<file path="config.mk">
export PLATFORM = sky130hd
export DESIGN_NAME = input_conditioner
export DESIGN_NICKNAME = d
export VERILOG_FILES = /design/src/rtl/input_cond_pkg.sv /design/src/rtl/debounce_channel.sv /design/src/rtl/input_conditioner.sv
export SDC_FILE = /design/constraint.sdc
export NUM_CORES = 1
export LEC_CHECK = 0
export ABC_AREA = 0
export BUFFER_PORTS_ARGS = -buffer_cell sky130_fd_sc_hd__buf_4
export CAP_MARGIN = 5
export CORE_ASPECT_RATIO = 1.4
export CORE_MARGIN = 2
export CORE_UTILIZATION = 57
export CTS_BUF_LIST = sky130_fd_sc_hd__clkbuf_4 sky130_fd_sc_hd__clkbuf_8 sky130_fd_sc_hd__clkbuf_16
export DETAILED_ROUTE_END_ITERATION = 12
export PLACE_DENSITY_LB_ADDON = 0.15
export SLEW_MARGIN = 20
export SYNTH_ARGS = -nofsm -noshare
export SYNTH_HDL_FRONTEND = slang
export SYNTH_SLANG_ARGS = --single-unit
</file>
<file path="constraint.sdc">
create_clock -name i_clk -period 2.1 [get_ports i_clk]
set_input_delay 0.105 -clock i_clk [delete_from_list [all_inputs] [get_ports i_clk]]
set_output_delay 0.105 -clock i_clk [all_outputs]
set_load 0.01 [all_outputs]
</file>
<file path="src/rtl/input_cond_pkg.sv">
// -----------------------------------------------------------------------------
// input_cond_pkg
// Shared defaults and width helpers for the input conditioner and its
// per-channel debounce logic.
// -----------------------------------------------------------------------------
package input_cond_pkg;

  localparam int DEF_N            = 4;
  localparam int DEF_SYNC_STAGES  = 2;
  localparam int DEF_TICK_DIV     = 25000;  // ~1 ms at 25 MHz
  localparam int DEF_DB_SAMPLES   = 8;
  localparam int DEF_REPEAT_DELAY = 400;
  localparam int DEF_REPEAT_RATE  = 50;

  // Width of a counter that must hold values up to n without wrapping.
  // The extra bit keeps n itself representable when n is a power of two.
  function automatic int cnt_width(input int n);
    return $clog2(n) + 1;
  endfunction

endpackage

</file>
<file path="src/rtl/debounce_channel.sv">
// -----------------------------------------------------------------------------
// debounce_channel
// One conditioned input: synchroniser, polarity normalisation, tick-based
// debounce, press/release pulse registers and optional auto-repeat.
//
// Ports:
//   i_clk      system clock
//   i_rst_n    asynchronous active-low reset
//   i_step     one-cycle sample strobe (shared tick already gated by enable)
//   i_raw      unsynchronised pad input
//   o_level    debounced state, 1 = pressed
//   o_press    1-cycle pulse on accepted press and on each repeat
//   o_release  1-cycle pulse on accepted release
// -----------------------------------------------------------------------------
module debounce_channel
  import input_cond_pkg::*;
#(
  parameter logic ACTIVE_HIGH  = 1'b1,
  parameter int   SYNC_STAGES  = DEF_SYNC_STAGES,
  parameter int   DB_SAMPLES   = DEF_DB_SAMPLES,
  parameter logic REPEAT_EN    = 1'b0,
  parameter int   REPEAT_DELAY = DEF_REPEAT_DELAY,
  parameter int   REPEAT_RATE  = DEF_REPEAT_RATE
) (
  input  logic i_clk,
  input  logic i_rst_n,
  input  logic i_step,
  input  logic i_raw,
  output logic o_level,
  output logic o_press,
  output logic o_release
);

  localparam int CW = cnt_width(DB_SAMPLES);
  localparam int RW = cnt_width(REPEAT_DELAY);

  localparam logic [CW-1:0] DB_LAST    = CW'(DB_SAMPLES - 1);
  localparam logic [RW-1:0] RPT_LAST   = RW'(REPEAT_DELAY - 1);
  // After a repeat, rc restarts this far below the trigger so the next
  // repeat lands REPEAT_RATE ticks later. A rate longer than the delay
  // degenerates to repeating every REPEAT_DELAY ticks.
  localparam logic [RW-1:0] RPT_RELOAD = (REPEAT_DELAY > REPEAT_RATE) ?
                                         RW'(REPEAT_DELAY - REPEAT_RATE) : '0;

  logic [SYNC_STAGES-1:0] r_sync;
  logic [CW-1:0]          r_cnt;
  logic [RW-1:0]          r_rc;
  logic                   r_level;
  logic                   r_press;
  logic                   r_release;

  logic                   w_pressed;
  logic [CW-1:0]          w_cntNext;
  logic [RW-1:0]          w_rcNext;
  logic                   w_levelNext;
  logic                   w_pressNext;
  logic                   w_releaseNext;

  // The chain resets to the idle pad value so that no phantom press is
  // seen while it refills after reset. It shifts regardless of enable.
  always_ff @(posedge i_clk or negedge i_rst_n) begin
    if (!i_rst_n) begin
      r_sync <= {SYNC_STAGES{~ACTIVE_HIGH}};
    end else begin
      r_sync <= {r_sync[SYNC_STAGES-2:0], i_raw};
    end
  end

  assign w_pressed = ~(r_sync[SYNC_STAGES-1] ^ ACTIVE_HIGH);

  always_comb begin
    w_cntNext     = r_cnt;
    w_rcNext      = r_rc;
    w_levelNext   = r_level;
    w_pressNext   = 1'b0;
    w_releaseNext = 1'b0;

    if (i_step) begin
      if (w_pressed == r_level) begin
        w_cntNext = '0;
      end else if (r_cnt == DB_LAST) begin
        w_levelNext   = ~r_level;
        w_cntNext     = '0;
        w_pressNext   = ~r_level;
        w_releaseNext = r_level;
      end else begin
        w_cntNext = r_cnt + 1'b1;
      end

      // Any accept clears rc, which also gives an accept priority over a
      // repeat falling on the same tick.
      if (REPEAT_EN) begin
        if (w_levelNext != r_level) begin
          w_rcNext = '0;
        end else if (r_level) begin
          if (r_rc == RPT_LAST) begin
            w_rcNext    = RPT_RELOAD;
            w_pressNext = 1'b1;
          end else begin
            w_rcNext = r_rc + 1'b1;
          end
        end
      end
    end
  end

  always_ff @(posedge i_clk or negedge i_rst_n) begin
    if (!i_rst_n) begin
      r_cnt     <= '0;
      r_rc      <= '0;
      r_level   <= 1'b0;
      r_press   <= 1'b0;
      r_release <= 1'b0;
    end else begin
      r_cnt     <= w_cntNext;
      r_rc      <= w_rcNext;
      r_level   <= w_levelNext;
      r_press   <= w_pressNext;
      r_release <= w_releaseNext;
    end
  end

  assign o_level   = r_level;
  assign o_press   = r_press;
  assign o_release = r_release;

endmodule

</file>
<file path="src/rtl/input_conditioner.sv">
// -----------------------------------------------------------------------------
// input_conditioner
// Conditions N raw pad inputs for the game cores: per-bit polarity,
// synchroniser, tick-based debounce, edge pulses and optional auto-repeat.
// One prescaler generates the sample tick shared by every channel.
// Parameter minimums: SYNC_STAGES >= 2, TICK_DIV/DB_SAMPLES/REPEAT_* >= 1.
//
// Ports:
//   i_clk       system clock
//   i_rst_n     asynchronous active-low reset
//   i_ena       1 = run, 0 = freeze counters and state, no pulses
//   i_raw_in    unsynchronised pad inputs [N]
//   o_level     debounced state, 1 = pressed [N]
//   o_level_n   inverse of o_level, for active-low core key ports [N]
//   o_press     1-cycle pulse on accepted press and each repeat [N]
//   o_release   1-cycle pulse on accepted release [N]
//   o_tick      1-cycle sample strobe
// -----------------------------------------------------------------------------
module input_conditioner
  import input_cond_pkg::*;
#(
  parameter int           N            = DEF_N,
  parameter logic [N-1:0] ACTIVE_HIGH  = {N{1'b1}},
  parameter int           SYNC_STAGES  = DEF_SYNC_STAGES,
  parameter int           TICK_DIV     = DEF_TICK_DIV,
  parameter int           DB_SAMPLES   = DEF_DB_SAMPLES,
  parameter logic [N-1:0] REPEAT_EN    = {N{1'b0}},
  parameter int           REPEAT_DELAY = DEF_REPEAT_DELAY,
  parameter int           REPEAT_RATE  = DEF_REPEAT_RATE
) (
  input  logic         i_clk,
  input  logic         i_rst_n,
  input  logic         i_ena,
  input  logic [N-1:0] i_raw_in,
  output logic [N-1:0] o_level,
  output logic [N-1:0] o_level_n,
  output logic [N-1:0] o_press,
  output logic [N-1:0] o_release,
  output logic         o_tick
);

  localparam int            PW       = (TICK_DIV > 1) ? $clog2(TICK_DIV) : 1;
  localparam logic [PW-1:0] PRE_LAST = PW'(TICK_DIV - 1);

  logic [PW-1:0] r_pre;
  logic          r_tick;
  logic          w_step;

  // Tick is registered from the terminal count, so the first strobe appears
  // TICK_DIV cycles after reset release. Disabling holds the count and
  // drops the strobe.
  always_ff @(posedge i_clk or negedge i_rst_n) begin
    if (!i_rst_n) begin
      r_pre  <= '0;
      r_tick <= 1'b0;
    end else if (i_ena) begin
      if (r_pre == PRE_LAST) begin
        r_pre  <= '0;
        r_tick <= 1'b1;
      end else begin
        r_pre  <= r_pre + 1'b1;
        r_tick <= 1'b0;
      end
    end else begin
      r_tick <= 1'b0;
    end
  end

  // A tick still high in the cycle enable drops must not advance channels.
  assign w_step = r_tick & i_ena;

  for (genvar g = 0; g < N; g++) begin : g_ch
    debounce_channel #(
      .ACTIVE_HIGH (ACTIVE_HIGH[g]),
      .SYNC_STAGES (SYNC_STAGES),
      .DB_SAMPLES  (DB_SAMPLES),
      .REPEAT_EN   (REPEAT_EN[g]),
      .REPEAT_DELAY(REPEAT_DELAY),
      .REPEAT_RATE (REPEAT_RATE)
    ) u_ch (
      .i_clk    (i_clk),
      .i_rst_n  (i_rst_n),
      .i_step   (w_step),
      .i_raw    (i_raw_in[g]),
      .o_level  (o_level[g]),
      .o_press  (o_press[g]),
      .o_release(o_release[g])
    );
  end

  assign o_level_n = ~o_level;
  assign o_tick    = r_tick;

endmodule

</file>
==> flow_summary.yaml <==
status:
  run_status: "complete, no violations"
clocking:
  cts.sinks: 52
  cts_max_path_buffers: 2
  clk_pin_slew_ns: 0.08
  cts_tree: "done"
  h-tree-depth: 2
  post_cts_buffers: 0
  cts_buffers: 5
  clk_latency_ns: 0.31
  cts_root_buf: "clkbuf_8"
  postCtsResizedCells: 0
floorplan:
  die_area_sq_um: 4570
  coreArea_sq_um: 3920
  start_util_pct: 58.7
  die-width_microns: 57.7
  ios: 24
  die_y_microns: 79.2
  row_count: 27
final_layout:
  finish.instance_area_sq_um: 2570
  area_delta_synth_final_pct: 11.7
  diodes: 0
  final_nets: 248
  drive_gt1_share_pct: 15.2
setup_path:
  rrSetupSlack_ns: 0.31
  max_stage_delay_ns: 0.54
  arrival_ns: 1.97
  cp.buffers_inverters: 0
  crit_fanout: 7
  crit_path_end_kind: "flop"
  worst-r2r-cell-count: 4
  r2r_end: "r_pre[13]"
  reg2reg_from: "r_pre[11]"
  start_kind: "flop"
  slowest_stage: "or4b_1"
  crit_family: "simple AND/OR/NAND/NOR gates"
  required_ns: 2.28
  cp_cell_sequence: "or4b_1 -> nor4_2 -> and2_1 -> nor2_1"
  crit_type: "flop to flop"
route:
  wl_per_cell_microns: 14.3
  routed_via_density: 5.74
  drc: 0
  ant_nets: 0
  routed_wirelength_mm: 4.00
  vias: 1607
  drtIter0Drc: 71
  firstDrtPassIters: 4
global_route:
  antenna_found_initial: 0
  grt_max_degree: 53
  grt_pass1_vias: 1690
  met1_usage_pct: 19.5
  met3_usage_pct: 4.40
  gr-total-overflow: 0
  busiest_layer: "met2"
  grt.total_usage_pct: 20.1
  grt_pass1_wl_mm: 7.04
  use_met2_pct: 37.8
hold_path:
  hold_end: "r_pre[0]"
  holdPathStages: 2
  hold_start: "i_ena"
  hp-class: "input port to flop"
timing:
  worst_slew_pin_slew_ns: 0.626
  fin_skew_ns: 0.0104
  setup_viol: 0
  rsz0062_at_grt: "no"
  hold_violations: 0
  fin_crit_ns: 1.79
  period_share_pct: 85.3
  report.final.slew_viol_count: 0
  clock.fmax_mhz: 558
  slew_headroom_pct: 58.3
  tns_ns: 0
logic_synthesis:
  synthCells: 218
  synth.net_count: 230
  ys_seq_area_share_pct: 56.5
  yosys.area.top_type_share_pct: 56.5
  syn_area_sq_um: 2300
  ys_warn_count: 0
  synth_cell_type_count: 32
  ys_ff_latch: 52
  synth-edff-count: 0
  yosys-top-cells-count: "52 x dfrtp_1, 32 x nand2_1, 17 x nor2_1, 17 x o21ai_0, 13 x xnor2_1"
  ys.flop_type: "dfrtp_1"
  yosysTopAreaCell: "dfrtp_1"
  syn_avg_cell_area_sq_um: 10.6
  yosysMostFrequentCell: "dfrtp_1"
  synth_area_leaders: "dfrtp_1 57%, nand2_1 5.2%, xnor2_1 4.9%"
  ys_async_sr_fraction_pct: 100
power_and_ir_drop:
  leakagePower_nw: 1.18
  p_total_mw: 1.93
  peakVddDrop_v: 0.000563
  power_density_nw_per_um2: 750
placed_design:
  gp_congestion: 0.816
  dp_hpwl_mm: 2.88
  place_area_sq_um: 2410
  io_buffers: 23
job:
  cap_violations: 0
[registers in the layout (all words and copies together) (netlist names)]
signal               cells
g_ch.u_ch.o_level        4
g_ch.u_ch.o_press        4
g_ch.u_ch.o_release      4
g_ch.u_ch.r_cnt         16
g_ch.u_ch.r_sync         8
o_tick                   1
r_pre                   15
[worst max path at each step]
stage / from / to / cells past startpoint
2_1_floorplan: r_pre[11] / r_pre[13] / 5
3_3_place_gp: r_pre[11] / r_pre[3] / 4
3_5_place_dp: r_pre[11] / r_pre[13] / 4
4_1_cts: r_pre[11] / r_pre[13] / 4
5_1_grt: r_pre[11] / r_pre[13] / 4
6_report: r_pre[11] / r_pre[13] / 4
[placed cells by master, fill, tap and decap left out, types with 2 or more instances in the layout]
cell / instances
dfrtp_1: 52
nand2_1: 32
buf_4: 23
nor2_1: 17
o21ai_0: 17
xnor2_1: 13
nor3_1: 8
inv_1: 7
nand3_1: 6
nand4_1: 5
nand2b_1: 5
ha_1: 5
clkbuf_8: 5
dlygate4sd3_1: 5
nor3b_1: 4
xor2_1: 4
mux2_2: 4
nor4_1: 3
and3_1: 3
and2_1: 2
o31ai_1: 2
a22o_1: 2
o41ai_1: 2
[what timing repair did]
action	CTS	global route
setup endpoints to repair	0	0
hold buffers	5	0
endpoints found under the hold margin	56	0
[area by class of cell]
cell class / count / area, sq um
well taps: 43 / 53.8
flip-flops and latches: 52 / 1300
inverters: 7 / 26.3
multi-input cells: 142 / 857
fillers: 310 / 1350
repair buffers: 28 / 223
clock inverters: 2 / 35.0
clock buffers: 6 / 76.3
[stage by stage]
| stage | hold WS (ns) | utilization [%] | setup WS (ns) | cells |
|---|---|---|---|---|
| after floorplan | -0.191 | - | 0.449 | 218 |
| after global routing | 0.0611 | 65.6 | 0.201 | 280 |
| after CTS | 0.0470 | 65.6 | 0.296 | 280 |
| final | 0.0526 | 65.6 | 0.309 | 280 |
| after global placement | 0.157 | 61.5 | 0.337 | 267 |
| after detailed placement | 0.171 | 61.5 | 0.313 | 267 |
[cells by family (layout without fill, tap and decap cells)]
logic type                 after synthesis  in the layout  synth area share [%]
AOI/OAI and AO/OA                       26             26                  6.85
xor gates and xnor gates                17             17                  6.47
adders and majority gates                5              5                  2.72
buffers and inverters                   24             43                  6.25
DFF                                     52             52                  56.5
muxes                                    5              5                  2.39
and+or+nand+nor                         89             89                  18.8
[power by group]
part           leakage (nW)  internal (mW)  switching, mW
registers             0.692           1.06         0.0642
clock network        0.0586          0.366          0.307
logic                 0.429         0.0673         0.0688
total                  1.18           1.49          0.440
[per-layer routing]
metal | vias to the layer above | wire length (microns)
met5 | - | 0
met4 | 0 | 133
met3 | 18 | 106
met2 | 33 | 2300
met1 | 795 | 1470
li1 | 761 | -
Power figures use the tool's default switching activity.
